--- src/rtl/fpnew_hub_div_multi.sv ---
// HUB-format division unit: NumUnits iterative dividers fed round-robin,
// results retired strictly in issue order, with flush, tag passthrough
// and IEEE-style status flags.

// Iterative HUB divider: operands carry an implicit trailing 1 below the
// stored mantissa, and the quotient is truncated so its own implicit
// trailing 1 keeps it within half an ulp of the true value.
module FPHUB_divider #(
  parameter int M = 10,
  parameter int E = 5
) (
  input  logic         clk_i,
  input  logic         rst_ni,
  input  logic         start_i,
  input  logic [E+M:0] x_i,
  input  logic [E+M:0] d_i,
  output logic [E+M:0] res_o,
  output logic         finish_o,
  output logic         computing_o
);
  localparam int Bias   = (1 << (E - 1)) - 1;
  localparam int ExpMax = (1 << E) - 1;
  localparam int CntW   = $clog2(M + 2);

  logic [M+1:0]   w_mx, w_md;
  logic           w_xLess, w_sign;
  logic [M+2:0]   w_rem0;
  logic [E+1:0]   w_exp0;
  logic           w_xZero, w_xInf, w_dZero, w_dInf, w_special;
  logic [E+M:0]   w_specRes, w_final;
  logic           w_expBig, w_expLow;

  logic           r_busy, r_finish, r_sign, r_special;
  logic [CntW-1:0] r_cnt;
  logic [M+2:0]   r_rem;
  logic [M+1:0]   r_md;
  logic [M:0]     r_q;
  logic [E+1:0]   r_exp;
  logic [E+M:0]   r_specRes, r_res;
  logic           w_unused;

  assign w_mx    = {1'b1, x_i[M-1:0], 1'b1};
  assign w_md    = {1'b1, d_i[M-1:0], 1'b1};
  assign w_xLess = w_mx < w_md;
  assign w_rem0  = w_xLess ? {w_mx, 1'b0} : {1'b0, w_mx};
  assign w_exp0  = {2'b00, x_i[E+M-1:M]} - {2'b00, d_i[E+M-1:M]}
                 + (E+2)'(Bias) - (E+2)'(w_xLess);
  assign w_sign  = x_i[E+M] ^ d_i[E+M];

  assign w_xZero   = x_i[E+M-1:0] == '0;
  assign w_xInf    = &x_i[E+M-1:0];
  assign w_dZero   = d_i[E+M-1:0] == '0;
  assign w_dInf    = &d_i[E+M-1:0];
  assign w_special = w_xZero | w_xInf | w_dZero | w_dInf;
  assign w_specRes = ((w_xZero & w_dZero) | (w_xInf & w_dInf)) ? {w_sign, {(E+M){1'b0}}} :
                     (w_xZero | w_dInf)                         ? {w_sign, {(E+M){1'b0}}} :
                                                                  {w_sign, {(E+M){1'b1}}};

  assign w_expBig = !r_exp[E+1] && (r_exp[E:0] >= (E+1)'(ExpMax));
  assign w_expLow = r_exp[E+1] || (r_exp == '0);
  assign w_final  = r_special ? r_specRes :
                    w_expBig  ? {r_sign, {(E+M){1'b1}}} :
                    w_expLow  ? {r_sign, {(E+M){1'b0}}} :
                                {r_sign, r_exp[E-1:0], r_q[M-1:0]};

  assign res_o       = r_res;
  assign finish_o    = r_finish;
  assign computing_o = r_busy;
  assign w_unused    = r_q[M];

  // Load on start, one restoring-division step per cycle, then pack result.
  always_ff @(posedge clk_i or negedge rst_ni) begin
    if (!rst_ni) begin
      r_busy    <= 1'b0;
      r_finish  <= 1'b0;
      r_sign    <= 1'b0;
      r_special <= 1'b0;
      r_cnt     <= '0;
      r_rem     <= '0;
      r_md      <= '0;
      r_q       <= '0;
      r_exp     <= '0;
      r_specRes <= '0;
      r_res     <= '0;
    end else begin
      r_finish <= 1'b0;
      if (start_i) begin
        r_busy    <= 1'b1;
        r_cnt     <= w_special ? '0 : CntW'(M + 1);
        r_rem     <= w_rem0;
        r_md      <= w_md;
        r_q       <= '0;
        r_exp     <= w_exp0;
        r_sign    <= w_sign;
        r_special <= w_special;
        r_specRes <= w_specRes;
      end else if (r_busy) begin
        if (r_cnt != '0) begin
          if (r_rem >= {1'b0, r_md}) begin
            r_rem <= (r_rem - {1'b0, r_md}) << 1;
            r_q   <= {r_q[M-1:0], 1'b1};
          end else begin
            r_rem <= r_rem << 1;
            r_q   <= {r_q[M-1:0], 1'b0};
          end
          r_cnt <= r_cnt - 1'b1;
        end else begin
          r_busy   <= 1'b0;
          r_finish <= 1'b1;
          r_res    <= w_final;
        end
      end
    end
  end
endmodule

module fpnew_hub_div_multi #(
  parameter int WIDTH    = 16,
  parameter int M        = 10,
  parameter int E        = 5,
  parameter int NumUnits = 2,
  parameter int TagWidth = 4
) (
  input  logic                     clk_i,
  input  logic                     rst_ni,
  input  logic [2:0][WIDTH-1:0]    operands_i,
  input  logic [3:0]               op_i,
  input  logic                     op_mod_i,
  input  logic [TagWidth-1:0]      tag_i,
  input  logic                     in_valid_i,
  output logic                     in_ready_o,
  input  logic                     flush_i,
  output logic [WIDTH-1:0]         result_o,
  output logic [4:0]               status_o,
  output logic [TagWidth-1:0]      tag_o,
  output logic                     out_valid_o,
  input  logic                     out_ready_i,
  output logic                     busy_o
);
  localparam logic [3:0] OpDiv = 4'd4;
  localparam int PtrW = (NumUnits > 1) ? $clog2(NumUnits) : 1;

  typedef enum logic [1:0] {SlotFree, SlotRun, SlotDone, SlotDrain} slotState_e;

  slotState_e            r_state     [NumUnits];
  slotState_e            w_nextState [NumUnits];
  logic [WIDTH-1:0]      r_slotRes    [NumUnits];
  logic [4:0]            r_slotStatus [NumUnits];
  logic [TagWidth-1:0]   r_slotTag    [NumUnits];
  logic [3:0]            r_slotClass  [NumUnits];
  logic [WIDTH-1:0]      w_res        [NumUnits];
  logic [4:0]            w_finStatus  [NumUnits];
  logic [NumUnits-1:0]   w_start, w_finish, w_comp;
  logic [PtrW-1:0]       r_issuePtr, r_retirePtr;
  logic                  w_isDiv, w_accept, w_issue, w_retire, w_anyOcc;
  logic [3:0]            w_inClass;
  logic                  w_unused;

  assign w_isDiv   = op_i == OpDiv;
  assign w_inClass = {operands_i[0][E+M-1:0] == '0, &operands_i[0][E+M-1:0],
                      operands_i[1][E+M-1:0] == '0, &operands_i[1][E+M-1:0]};
  assign in_ready_o  = r_state[r_issuePtr] == SlotFree;
  assign w_accept    = in_valid_i & in_ready_o;
  assign w_issue     = w_accept & !flush_i;
  assign out_valid_o = (r_state[r_retirePtr] == SlotDone) & !flush_i;
  assign w_retire    = out_valid_o & out_ready_i;
  assign result_o    = r_slotRes[r_retirePtr];
  assign status_o    = r_slotStatus[r_retirePtr];
  assign tag_o       = r_slotTag[r_retirePtr];
  assign busy_o      = w_anyOcc | (|w_comp);
  assign w_unused    = ^{op_mod_i, operands_i[2]};

  for (genvar g = 0; g < NumUnits; g++) begin : gUnit
    logic w_resZero, w_resInf;
    assign w_start[g] = w_issue & w_isDiv & (r_issuePtr == PtrW'(g));
    assign w_resZero  = w_res[g][E+M-1:0] == '0;
    assign w_resInf   = &w_res[g][E+M-1:0];
    assign w_finStatus[g] = {
      (r_slotClass[g][3] & r_slotClass[g][1]) | (r_slotClass[g][2] & r_slotClass[g][0]),
      r_slotClass[g][1] & !r_slotClass[g][3],
      w_resInf & !r_slotClass[g][2] & !r_slotClass[g][0],
      w_resZero & !r_slotClass[g][3] & !r_slotClass[g][0],
      1'b0};

    FPHUB_divider #(.M(M), .E(E)) uDiv (
      .clk_i       (clk_i),
      .rst_ni      (rst_ni),
      .start_i     (w_start[g]),
      .x_i         (operands_i[0]),
      .d_i         (operands_i[1]),
      .res_o       (w_res[g]),
      .finish_o    (w_finish[g]),
      .computing_o (w_comp[g])
    );
  end

  // Per-slot lifecycle: issue, divider finish, retire, and flush draining.
  always_comb begin
    for (int i = 0; i < NumUnits; i++) begin
      w_nextState[i] = r_state[i];
      case (r_state[i])
        SlotFree:
          if (w_issue && r_issuePtr == PtrW'(i)) w_nextState[i] = w_isDiv ? SlotRun : SlotDone;
        SlotRun:
          if (flush_i) w_nextState[i] = SlotDrain;
          else if (w_finish[i]) w_nextState[i] = SlotDone;
        SlotDone:
          if (flush_i) w_nextState[i] = SlotDrain;
          else if (w_retire && r_retirePtr == PtrW'(i)) w_nextState[i] = SlotFree;
        SlotDrain:
          if (!w_comp[i]) w_nextState[i] = SlotFree;
        default: w_nextState[i] = SlotFree;
      endcase
    end
  end

  // Any slot holding or waiting on work keeps the unit busy.
  always_comb begin
    w_anyOcc = 1'b0;
    for (int i = 0; i < NumUnits; i++) begin
      if (r_state[i] != SlotFree) w_anyOcc = 1'b1;
    end
  end

  // Slot state register.
  always_ff @(posedge clk_i or negedge rst_ni) begin
    if (!rst_ni) begin
      for (int i = 0; i < NumUnits; i++) r_state[i] <= SlotFree;
    end else begin
      for (int i = 0; i < NumUnits; i++) r_state[i] <= w_nextState[i];
    end
  end

  // Slot payload: tag and operand class at issue, quotient and flags at finish.
  always_ff @(posedge clk_i or negedge rst_ni) begin
    if (!rst_ni) begin
      for (int i = 0; i < NumUnits; i++) begin
        r_slotRes[i]    <= '0;
        r_slotStatus[i] <= '0;
        r_slotTag[i]    <= '0;
        r_slotClass[i]  <= '0;
      end
    end else begin
      for (int i = 0; i < NumUnits; i++) begin
        if (w_issue && r_issuePtr == PtrW'(i)) begin
          r_slotTag[i]   <= tag_i;
          r_slotClass[i] <= w_inClass;
          if (!w_isDiv) begin
            r_slotRes[i]    <= '0;
            r_slotStatus[i] <= 5'b10000;
          end
        end else if (w_finish[i] && r_state[i] == SlotRun && !flush_i) begin
          r_slotRes[i]    <= w_res[i];
          r_slotStatus[i] <= w_finStatus[i];
        end
      end
    end
  end

  // Round-robin issue and retire pointers; flush restarts both at slot 0.
  always_ff @(posedge clk_i or negedge rst_ni) begin
    if (!rst_ni) begin
      r_issuePtr  <= '0;
      r_retirePtr <= '0;
    end else if (flush_i) begin
      r_issuePtr  <= '0;
      r_retirePtr <= '0;
    end else begin
      if (w_issue)
        r_issuePtr <= (r_issuePtr == PtrW'(NumUnits - 1)) ? '0 : r_issuePtr + 1'b1;
      if (w_retire)
        r_retirePtr <= (r_retirePtr == PtrW'(NumUnits - 1)) ? '0 : r_retirePtr + 1'b1;
    end
  end
endmodule

--- config.mk ---
export PLATFORM = sky130hd
export DESIGN_NAME = fpnew_hub_div_multi
export DESIGN_NICKNAME = d
export VERILOG_FILES = /design/src/rtl/fpnew_hub_div_multi.sv
export SDC_FILE = /design/constraint.sdc
export NUM_CORES = 1
export LEC_CHECK = 0
export BUFFER_PORTS_ARGS = -buffer_cell sky130_fd_sc_hd__buf_2
export CORE_MARGIN = 2
export CORE_UTILIZATION = 45
export DETAILED_ROUTE_END_ITERATION = 12
export MAX_ROUTING_LAYER = met4
export PLACE_DENSITY = 0.66
export SLEW_MARGIN = 10
export SYNTH_ARGS = -nofsm -noshare
export SYNTH_HDL_FRONTEND = slang
export SYNTH_HIERARCHICAL = 1
export SYNTH_SLANG_ARGS = --single-unit
--- constraint.sdc ---
create_clock -name clk_i -period 4 [get_ports clk_i]
set_input_delay 0.2 -clock clk_i [delete_from_list [all_inputs] [get_ports clk_i]]
set_output_delay 0.2 -clock clk_i [all_outputs]
set_load 0.05 [all_outputs]
==> run metrics <==
CP Capture Type=flop; Setup Crit Path Kind=flop to flop; Clock Latency Late Sink=0.43 ns; DR iter-0 viols=around 840; worst-path maximum fanout=18; Die Area=~27000 um2; fin nets=1423; layout cells sized above 1=between 10% and 20%; vias in the first global route=9472; die extent in x=166 um; GR Util All Layers=23.0%; Finish-stage setup viols=0; Avg Cell Area, Syn=9.53 um2; TritonRoute pass-1 iters=5; fmax=0.334 GHz; Post-synth ARST share=100%; H-tree Lvls=4; Top FF cell, synth=dfrtp_1; gr ovfl total=0; Reg clk slew, reported paths=0.07 ns; Total Power=7.39 mW; pre-CTS setup slack=around 0.91 ns; post-synthesis cell count=roughly 1200; largest net degree at the start of global routing=100; #FFs+latches synth=just under 200; Root Buffer=clkbuf_16; Max-Cap Viols=0; Cell Rows=59; Commonest cells post-synth=dfrtp_1, nand2_1, a21oi_1, inv_1, o21ai_0; Die H=166 um; Critical path origin=r_state[1]$_DFFE_PN0P_; drc violations=0; P_leak=5.99 nW; synth warn=6; Slew Viols, Final=0; top cells by area, synth=dfrtp_1, ha_1, a21oi_1, mux2_2, nand2_1; Hold Crit Start=in_valid_i; placed wire-length estimate=21.7 mm; first-pass GRT wire length=50.2 mm; CTS Buf Count=17; final hold vios=0; setup TNS=0 ns; initial antenna violation count=2; skew final=between 0.01 and 0.015 ns; syn_nets=1368; average wire per cell in the routed design=18.7 um; Worst EP arrival=3.32 ns; final period utilization=approximately 75%; Least-Margin Pin Slew=0.973 ns; RD Place Congestion=about 0.94; most frequent cell after synthesis=dfrtp_1; share of the synthesized area in the top cell type=41.2%; IO buf count=71; Clock Sinks=194; Internal=4.42 mW; total number of vias=9793; library cells used by synthesis=85; CTS tree=yes; CTS Buffer Depth=2; Initial Util=45.5%; power density cells=between 500 and 600 nW/um2; Worst setup SP type=flop; Clock power frac=22.5%; Final Util=50.3%; R2R Path Start=r_state[1]$_DFFE_PN0P_; Routed WL=slightly above 30 mm; sw frac=approximately two fifths; Synth area leader=dfrtp_1; CP required=4.33 ns; DP Area=12400 um2; maximum vdd drop=0.000351 V; final hold slack=0.0814 ns; # placed instances=~1600; Slew headroom=34.9%; fin cells=1642; DR vias/cell=5.96; status=finished, final reports clean; Net Switching=2.97 mW; Post-CTS Setup Bufs=0; HP Class=input pin to flop; post-cts sizing count=0; EDFF count, synth=0; num ports=90; RSZ-0062 raised after global routing=false; Final Worst Setup Slack=between 1 and 1.5 ns; CORE AREA=25900 um2; fin crit period=2.99 ns; register area share after synthesis=41.2%; CTS Hold Bufs=4; final instance area=13000 um2; synthesized cell area=between 10000 and 15000 um2; antenna-violating nets left=0; Area growth, synth to finish=10.5%; Seq pwr share=between 30% and 40%; Comb power frac=38.7%
## critical path, cell delays in order (launching register included)
cell      delay (ns)
dfrtp_1         0.54
and4bb_2        0.33
nand2_1         0.18
nor2_4          0.15
buf_4           0.22
nor3b_4         0.66
a21boi_4        0.47
o21ai_0         0.17
o21a_1          0.13
## cell usage in the layout, fill, tap and decap left out, types with 7 or more instances in the layout
master     instances
nor2b_1           10
clkbuf_16         17
mux2i_1           20
or3_1             11
nand2_1          109
o21a_1            26
o21ai_0           75
a31oi_1           11
nor2_1            56
a21oi_1          105
o21ai_1           16
buf_4              8
nor3_1            18
mux2_2            42
inv_1             91
a211oi_1           8
dfrtp_1          194
buf_2             70
nor4_1            38
nand3_1           35
xnor2_1           12
o221ai_1           9
nand3b_1           7
a21o_1            12
xor2_1            10
nand4_1           35
a22o_1            32
ha_1              64
and2_1             7
## final cells by class
| class | instances | area (um2) |
|---|---|---|
| Inverter | 93 | 349 |
| Antenna cell | 3 | 7.51 |
| Multi-Input combinational cell | 900 | 6330 |
| Timing Repair Buffer | 85 | 494 |
| Clock buffer | 17 | 425 |
| Clock inverter | 15 | 149 |
| Fill cell | 2431 | 12900 |
| Tap cell | 335 | 419 |
| Sequential cell | 194 | 4850 |
## power groups by stage
stage	combinational (mW)	sequential (mW)	clock, mW
4_1_cts	2.85	2.87	1.71
3_5_place_dp	2.83	2.90	0
6_report	2.86	2.87	1.66
3_3_place_gp	2.77	2.89	0
2_1_floorplan	2.31	2.73	0
5_1_grt	3.23	2.95	1.79
## logic make-up after synthesis
| logic type | Yosys count | synth area share (%) |
|---|---|---|
| AO/OA/AOI/OAI | 371 | 21.1 |
| AND/OR/NAND/NOR | 368 | 16.7 |
| flip-flops | 194 | 41.2 |
| buffers and inverters | 142 | 5.20 |
| adder cells (fa/ha/maj) | 70 | 7.81 |
| multiplexers | 68 | 6.29 |
| XOR/XNOR | 22 | 1.63 |
| other | 1 | 0.0318 |
## registers in the layout, summed over array words and instances (netlist names)
register / cells
r_slotClass: 8
r_slotStatus: 8
gUnit.uDiv/res_o: 32
gUnit.uDiv/r_sign: 2
gUnit.uDiv/r_cnt: 8
gUnit.uDiv/r_md: 22
r_state: 4
gUnit.uDiv/computing_o: 2
r_retirePtr: 1
gUnit.uDiv/r_exp: 14
gUnit.uDiv/r_rem: 26
gUnit.uDiv/finish_o: 2
gUnit.uDiv/r_specRes: 2
r_slotRes: 32
r_issuePtr: 1
gUnit.uDiv/r_special: 2
r_slotTag: 8
gUnit.uDiv/r_q: 20
## path summary, 6_finish.rpt
check / to / cells after the start / slack (ns)
min in group asynchronous: r_slotTag[5]$_DFFE_PN0P_ / 2 / 0.42
max reg2reg: gUnit[1].uDiv/res_o[5]$_DFFE_PN0P_ / 8 / 1.01
max: gUnit[1].uDiv/res_o[5]$_DFFE_PN0P_ / 8 / 1.01
min reg2reg: r_slotTag[5]$_DFFE_PN0P_ / 1 / 0.49
min: r_issuePtr$_DFFE_PN0P_ / 3 / 0.08
max in group asynchronous: r_slotRes[21]$_DFFE_PN0P_ / 3 / 2.58
## routing by layer
| layer | vias up | track usage [%] | routed length (um) |
|---|---|---|---|
| met5 | - | - | 0 |
| met4 | 0 | 5.71 | 439 |
| met3 | 28 | 4.58 | 2000 |
| met2 | 324 | 35.2 | 14200 |
| met1 | 4759 | 31.5 | 14000 |
| li1 | 4682 | - | - |
(Power assumes the default switching activity.)
